$ cat config.mk
export PLATFORM = sky130hd
export DESIGN_NAME = gcd_unit_param
export DESIGN_NICKNAME = d
export VERILOG_FILES = /design/src/rtl/gcd_pkg.sv /design/src/rtl/gcd_step.sv /design/src/rtl/gcd_unit_param.sv
export SDC_FILE = /design/constraint.sdc
export NUM_CORES = 1
export LEC_CHECK = 0
export BUFFER_PORTS_ARGS = -buffer_cell sky130_fd_sc_hd__buf_2
export CAP_MARGIN = 20
export CORE_ASPECT_RATIO = 0.5
export CORE_MARGIN = 8
export CORE_UTILIZATION = 61
export CTS_CLUSTER_SIZE = 30
export DETAILED_ROUTE_END_ITERATION = 8
export PLACE_DENSITY = 0.91
export SLEW_MARGIN = 25
export SYNTH_ARGS = -nofsm -noshare
export SYNTH_HDL_FRONTEND = slang
export SYNTH_SLANG_ARGS = --single-unit
$ cat constraint.sdc
create_clock -name clock -period 3.1 [get_ports clock]
set_input_delay 0.465 -clock clock [delete_from_list [all_inputs] [get_ports clock]]
set_output_delay 0.465 -clock clock [all_outputs]
set_load 0.02 [all_outputs]
$ cat src/rtl/gcd_pkg.sv
// Shared definitions for the parametrised GCD unit: FSM states, algorithm
// selectors and the step-select encoding used by the combinational step.
package gcd_pkg;

    typedef enum logic [1:0] {
        IDLE = 2'd0,
        CALC = 2'd1,
        DONE = 2'd2
    } state_t;

    localparam int ALG_EUCLID = 0;
    localparam int ALG_STEIN  = 1;

    typedef enum logic [3:0] {
        STEP_TERM_A   = 4'd0,
        STEP_TERM_B   = 4'd1,
        STEP_SWAP     = 4'd2,
        STEP_SUB      = 4'd3,
        STEP_HALVE_AB = 4'd4,
        STEP_HALVE_A  = 4'd5,
        STEP_HALVE_B  = 4'd6,
        STEP_SUBH_A   = 4'd7,
        STEP_SUBH_B   = 4'd8
    } step_sel_t;

endpackage

$ cat src/rtl/gcd_step.sv
// One combinational GCD iteration: picks the step for the configured algorithm
// and produces the next {A,B,K}, the termination flag and the shifted result.
module gcd_step
    import gcd_pkg::*;
#(
    parameter int W   = 16,
    parameter int ALG = ALG_STEIN,
    parameter int KW  = $clog2(W) + 1
) (
    input  logic [W-1:0]  a,
    input  logic [W-1:0]  b,
    input  logic [KW-1:0] k,
    output logic [W-1:0]  a_nxt,
    output logic [W-1:0]  b_nxt,
    output logic [KW-1:0] k_nxt,
    output logic          term,
    output logic [W-1:0]  res
);

    step_sel_t sel;

    generate
        if (ALG == ALG_EUCLID) begin : g_euclid
            always_comb begin
                sel = STEP_TERM_A;
                if (a < b)
                    sel = STEP_SWAP;
                else if (b != '0)
                    sel = STEP_SUB;
            end
        end else begin : g_stein
            // Priority order matters: zero checks first, then common factors of two.
            always_comb begin
                sel = STEP_TERM_A;
                if (a == '0)
                    sel = STEP_TERM_B;
                else if (b == '0)
                    sel = STEP_TERM_A;
                else if (!a[0] && !b[0])
                    sel = STEP_HALVE_AB;
                else if (!a[0])
                    sel = STEP_HALVE_A;
                else if (!b[0])
                    sel = STEP_HALVE_B;
                else if (a >= b)
                    sel = STEP_SUBH_A;
                else
                    sel = STEP_SUBH_B;
            end
        end
    endgenerate

    always_comb begin
        a_nxt = a;
        b_nxt = b;
        k_nxt = k;
        term  = 1'b0;
        res   = ((sel == STEP_TERM_B) ? b : a) << k;
        case (sel)
            STEP_TERM_A, STEP_TERM_B: term = 1'b1;
            STEP_SWAP: begin
                a_nxt = b;
                b_nxt = a;
            end
            STEP_SUB:      a_nxt = a - b;
            STEP_HALVE_AB: begin
                a_nxt = a >> 1;
                b_nxt = b >> 1;
                k_nxt = k + 1'b1;
            end
            STEP_HALVE_A:  a_nxt = a >> 1;
            STEP_HALVE_B:  b_nxt = b >> 1;
            STEP_SUBH_A:   a_nxt = (a - b) >> 1;
            STEP_SUBH_B:   b_nxt = (b - a) >> 1;
            default:       term = 1'b0;
        endcase
    end

endmodule

$ cat src/rtl/gcd_unit_param.sv
// Parametrised GCD unit (Euclid or Stein) with valid/ready on both sides.
// Define GCD_CYCLE_CNT_EN to add the result_cycles port and CALC-cycle counter.
module gcd_unit_param
    import gcd_pkg::*;
#(
    parameter int W   = 16,
    parameter int ALG = ALG_STEIN,
    parameter int CW  = $clog2(2*W+2)
) (
    input  logic          clock,
    input  logic          reset,
    input  logic [W-1:0]  operand_A,
    input  logic [W-1:0]  operand_B,
    input  logic          input_available,
    output logic          input_rdy,
    output logic [W-1:0]  result_data,
    output logic          result_rdy,
    input  logic          result_taken
`ifdef GCD_CYCLE_CNT_EN
    ,
    output logic [CW-1:0] result_cycles
`endif
);

    localparam int KW = $clog2(W) + 1;

    state_t        state, state_nxt;
    logic [W-1:0]  a_q, b_q, a_nxt, b_nxt, step_res;
    logic [KW-1:0] k_q, k_nxt;
    logic          step_term;
    logic          accept, take;

    assign accept = input_available & input_rdy;
    assign take   = result_rdy & result_taken;

    gcd_step #(.W(W), .ALG(ALG), .KW(KW)) u_step (
        .a     (a_q),
        .b     (b_q),
        .k     (k_q),
        .a_nxt (a_nxt),
        .b_nxt (b_nxt),
        .k_nxt (k_nxt),
        .term  (step_term),
        .res   (step_res)
    );

    always_ff @(posedge clock) begin
        if (reset)
            state <= IDLE;
        else
            state <= state_nxt;
    end

    always_comb begin
        state_nxt = state;
        case (state)
            IDLE:    if (accept)    state_nxt = CALC;
            CALC:    if (step_term) state_nxt = DONE;
            DONE:    if (take)      state_nxt = IDLE;
            default: state_nxt = IDLE;
        endcase
    end

    always_comb begin
        input_rdy  = (state == IDLE);
        result_rdy = (state == DONE);
    end

    // The result register is zero outside DONE so a stale gcd never leaks out.
    always_ff @(posedge clock) begin
        if (reset) begin
            a_q         <= '0;
            b_q         <= '0;
            k_q         <= '0;
            result_data <= '0;
        end else begin
            case (state)
                IDLE: if (accept) begin
                    a_q <= operand_A;
                    b_q <= operand_B;
                    k_q <= '0;
                end
                CALC: begin
                    a_q <= a_nxt;
                    b_q <= b_nxt;
                    k_q <= k_nxt;
                    if (step_term)
                        result_data <= step_res;
                end
                DONE: if (take) result_data <= '0;
                default: result_data <= '0;
            endcase
        end
    end

`ifdef GCD_CYCLE_CNT_EN
    // Counts every CALC cycle including the terminating one, then freezes.
    always_ff @(posedge clock) begin
        if (reset)
            result_cycles <= '0;
        else if (accept)
            result_cycles <= '0;
        else if (state == CALC && result_cycles != {CW{1'b1}})
            result_cycles <= result_cycles + 1'b1;
    end
`endif

endmodule

== Yosys cells after proc, flatten, opt, wreduce, memory -nomap -nowiden ==
Cells that the tools add are included.
Word-level totals
  register bits: 55
  input port bits: 36
  output and inout bits: 18
Operators by class
  add/subtract/negate cells: 3
  $lt $le $gt $ge: 1
  equal/unequal tests: 16
  shifts and indexed selects: 1
  mux-type cells: 24
  bitwise operators: 3
  reductions and logical operators: 16
Operators by type and width (number)
  16-bit case mux with 3 select lines: 2
  16-bit 2-to-1 mux: 5
  16-bit case mux with 2 select lines: 2
  16-bit case mux with 4 select lines: 1
  16-bit zero test: 2
  16-bit subtractor: 2
  4-bit 2-to-1 mux: 6
  4-bit by 3-bit == test with 1-bit output (second input constant): 4
  16-bit greater-or-equal comparator: 1
  16-bit by 5-bit << shifter with 16-bit output: 1
  3-bit AND reduction: 5
  5-bit 2-to-1 mux: 2
  5-bit case mux with 2 select lines: 1
  4-bit by 2-bit == test with 1-bit output (second input constant): 2
  2-bit 2-to-1 mux: 3
  2-bit by 1-bit != test with 1-bit output (second input constant): 3
  2-bit case mux with 3 select lines: 1
  2-bit OR reduction: 3
  5-bit by 1-bit adder with 5-bit output (second input constant): 1
  5-bit by 2-bit != test with 1-bit output (second input constant): 1
  4-bit by 1-bit == test with 1-bit output (second input constant): 1
  4-bit == test (second input constant): 1
  4-bit zero test: 1
  4-bit by 2-bit != test with 1-bit output (second input constant): 1
  other kinds (10): 12

== Logic depth before layout (Yosys ltp) ==
  depth in word-level cells: 12
  mapped depth: 14
  gate-level depth less buffers: 12

== Modules after synthesis ==
Synthesis repeated with hierarchy kept, for this count alone.
Second synthesis, totals
  cell total of the unflattened synthesis: 699
  area total of the unflattened synthesis: 5509.0 sq um
By module, submodules not included
  gcd_step: times used 1, cells each 450, area an instance 3168.0 sq um
  gcd_unit_param: times used 1, cells each 249, area an instance 2341.0 sq um

== Worst setup path after synthesis ==
OpenSTA, ideal clock, no wires.
  path kind: reg2reg
  start: register a_q[0]
  end: register b_q[9]
  library setup time: 0.117 ns
  data arrival time: 2.688 ns
  required time: 2.983 ns
  path slack: 0.295 ns
  cell stages (with the launch flop): 13
  path buffers: 0
  period minus slack after synthesis: 2.805 ns
  path through: dfxtp_1 > inv_1 > ha_1 > inv_1 > fa_1 > nand3_1 > a31oi_1 > o21a_1 > o311ai_4 > nand3_1 > a221oi_1 > nand2_1 > a32o_1
On the way
  longest elaborated chain between the ends: 11
  elaborated cells on any way between the ends: 20
RTL lines
  start: declaration: RTL line gcd_unit_param.sv:28  | logic [W-1:0] a_q, b_q, a_nxt, b_nxt, step_res;
  start signal: assignment: RTL line gcd_unit_param.sv:79  | a_q <= operand_A;
  start signal: assignment: RTL line gcd_unit_param.sv:84  | a_q <= a_nxt;
  16-bit greater-or-equal comparator: RTL line gcd_step.sv:45  | else if (a >= b)
  4-bit 2-to-1 mux: RTL line gcd_step.sv:45
  4-bit 2-to-1 mux: RTL line gcd_step.sv:43  | else if (!b[0])
  4-bit 2-to-1 mux: RTL line gcd_step.sv:41  | else if (!a[0])
  4-bit 2-to-1 mux: RTL line gcd_step.sv:39  | else if (!a[0] && !b[0])
  4-bit 2-to-1 mux: RTL line gcd_step.sv:37  | else if (b == '0)
  4-bit 2-to-1 mux: RTL line gcd_step.sv:35  | if (a == '0)
  4-bit by 3-bit == test with 1-bit output: RTL line gcd_step.sv:59  | case (sel)
  2-bit OR reduction (no line)
  16-bit case mux with 3 select lines / 4-bit by 2-bit != test with 1-bit output (equally long branches)
  16-bit case mux with 2 select lines / 3-bit AND reduction (equally long branches)
  end signal: assignment: RTL line gcd_unit_param.sv:80  | b_q <= operand_B;
  end signal: assignment: RTL line gcd_unit_param.sv:85  | b_q <= b_nxt;
  end: declaration: RTL line gcd_unit_param.sv:28
Parallel ways exist; a longest one is shown, timed or not.
A chain may end at the register's enable or synchronous reset.

== Final worst setup path ==
  start: register a_q[0]
  end: register b_q[2]
Same word-level chain as after synthesis.

==> impl_metrics.ini <==
[hold_path]
worstHoldPathCells = 4
hp-class = in2reg
hold_path.startpoint = result_taken
hold_end = state[1]

[sta]
period_share_pct = 97.9
setup_viol = 0
finClkSkew_ns = 0.0132
rsz0062_at_grt = yes
finalHoldViolCount = 0
final.setup.tns_ns = 0
fin_ws_ns = 0.0654
drv_slew = 0
min_period_ns = 3.03
max_freq_mhz = 330
worst_pin_slew_ns = 1.05
relSlewSlack_pct = 29.7
hold_slack_ns = 0.432

[setup_path]
critPathKind = reg2reg
start_kind = flip-flop
cp-end-kind = flip-flop
arrival_ns = 3.22
reg2regPathDepth = 12
required_ns = 3.29
reg2reg_from = a_q[0]
rrSetupSlack_ns = 0.07
critPathMaxFanout = 5
regToRegEndpoint = b_q[2]

[floorplan]
die-height_um = 81.3
io_pins = 54
fp-row-count = 23
initial_core_util_pct = 63.9
chipWidth_um = 147
dieArea_mm2 = 0.0119
core_mm2 = 0.00814

[yosys]
postSynthCellCount = 684
synth.area.top_cells = dfxtp_1, ha_1, a21oi_1
synth_top_area_share_pct = 21.2
synth-edff-count = 0
syn_area_per_cell_um2 = 7.61
ys_warn_count = 0
ys_seq_area_share_pct = 21.2
ys_seq_elements = 55
async_reset_ff_share_pct = 0
mappedNetlistNets = 755
synth_top_area_cell = dfxtp_1
ys_types = 74
synth_area_mm2 = 0.00520
synth_ff_type = dfxtp_1

[routing]
firstDrtPassIters = 9
wirelength_mm = 18.2
first_iter_violations = 717
wire_per_inst_um = 20.9
viasPerCell = 6.74
postRouteAntennaNets = 0
vias = 5887
drc_errors = 1

[global_route]
grt_pass1_vias = 5381
grt_pass1_wl_mm = 28.4
grt_overflow_total = 0
gr-usage-all-layers_pct = 29.5
grt_max_degree = 43
antenna_found_initial = 1

[outcome]
failed_checks = DRC
status = finished with violations

[pwr]
clock_power_share_pct = 10.6
vdd_drop_max_v = 0.000623
pwr-share-comb_pct = 72.7
power_frac_seq_pct = 16.7
pwr_density_cell_mw_per_mm2 = 981
p_int_mw = 2.91
p_leak_nw = 2.48
power.switching_mw = 3.07
power.total_mw = 5.97
swShare_pct = 51.4

[layout]
n_antenna_cell = 0
fin_nets = 831
fillers = 613
seq_area_mm2 = 0.00110
multi_input_comb_area_mm2 = 0.00375
area_growth_pct = 17.1
drive_above_1_share_pct = 21.8

[clocking]
cts_tree = yes
clock_sinks = 55
clk_latency_ns = 0.31
clk_pin_slew_ns = 0.08
ctsRootBufferMaster = clkbuf_16
ctsHoldBuffers = 0
htreeDepth = 2
cts_buffers = 5
clk_path_buf_depth = 2

[flow_run]
cap_violations = 0

[placement]
post-dp-hpwl_mm = 13.8
pre_cts_ws_ns = 0.0545
port_buffers = 53
place_congestion = 1.02
[cell usage after synthesis (9+ instances only)]
master,count
a22oi_1,12
o31ai_1,10
or3_1,9
mux2i_1,25
nand2_1,50
xnor2_1,18
buf_2,15
clkbuf_1,30
nor3_1,21
ha_1,33
a221o_1,11
a221oi_1,10
dfxtp_1,55
o21ai_0,33
a21oi_1,74
inv_1,40
xor2_1,10
nand3_1,21
nor2_1,56
[kinds of logic after synthesis]
| logic type | after synthesis | synth area share (%) |
|---|---|---|
| flip-flops | 55 | 21.2 |
| AND/OR/NAND/NOR | 205 | 19.8 |
| buffers and inverters | 93 | 7.57 |
| AO/OA/AOI/OAI | 237 | 32.0 |
| adder cells (fa/ha/maj) | 35 | 8.70 |
| multiplexers | 31 | 6.11 |
| XOR/XNOR | 28 | 4.71 |
[what timing repair did]
| action | in CTS | in global routing |
|---|---|---|
| endpoints found under the setup margin | 0 | 32 |
| setup buffers | 0 | 3 |
| resized for setup | 0 | 10 |
[through the flow]
stage	instance area (µm²)	instances	utilization, %
global placement	5860	862	72.0
finish	6090	873	74.8
detailed placement	5860	862	72.0
global route	6090	873	74.8
floorplan	5200	684	-
CTS	6020	870	73.9
[worst max-delay path, stage by stage, from the launching register on]
cell and delay (ns):
dfxtp_1 0.35, inv_1 0.10, ha_1 0.18, inv_1 0.06, fa_1 0.42, nand3_2 0.14, a31oi_2 0.12, o21a_1 0.21
o311ai_4 0.33, nand3_2 0.16, buf_4 0.22, a2111oi_0 0.48, o31ai_1 0.13
[power by group through the flow]
stage | Clock, mW | Combinational [mW] | Sequential (mW)
after floorplan | 0 | 2.79 | 0.994
after global placement | 0 | 4.00 | 0.993
after detailed placement | 0 | 4.05 | 1.00
after CTS | 0.623 | 4.08 | 0.985
after global routing | 0.656 | 4.64 | 1.01
final | 0.633 | 4.34 | 0.997
[flip-flops by register name, indices dropped and copies added (netlist names)]
signal and count:
a_q 16, b_q 16, k_q 5, result_data 16, state 2
[cell type report]
type	instances	share of cell area [%]
Multi-Input combinational cell	536	61.6
Inverter	40	2.46
Tap cell	112	2.30
Sequential cell	55	18.1
Clock inverter	3	0.452
Clock buffer	5	2.05
Timing Repair Buffer	122	13.1
[layout by cell type (no fill, tap or decap), types with 8 or more instances in the layout]
master    synthesis  layout
inv_1            40      40
o22ai_1           8       8
xnor2_1          18      18
a221oi_1         10       9
o31ai_1          10      10
nor4_1            8       8
buf_4             5      68
nor2_1           56      56
o21ai_0          33      33
ha_1             33      32
or3_1             9       9
a21oi_1          74      73
buf_2            15      53
mux2i_1          25      25
a221o_1          11      11
nand3_1          21      19
xor2_1           10      10
nor3_1           21      21
dfxtp_1          55      53
nand2_1          50      50
a22oi_1          12      12
[worst max path at each step]
stage	from	endpoint	slack, ns	depth (start not counted)
6_report	a_q[0]	b_q[2]	0.07	12
5_1_grt	a_q[0]	b_q[1]	-0.05	13
3_3_place_gp	b_q[14]	a_q[11]	0.15	10
4_1_cts	a_q[3]	a_q[11]	0.02	12
2_1_floorplan	a_q[0]	b_q[9]	0.29	12
3_5_place_dp	a_q[3]	a_q[11]	0.05	12
[per-layer routing]
layer  vias up  track usage, %  share of wire (%)
met4         2            9.28                2.0
met1      2734            39.7                 43
met3        57            9.42                 13
met2       404            44.2                 42
li1       2690               -                  -
met5         -               0              0.071
No activity file was read; power rests on OpenSTA's default activity.
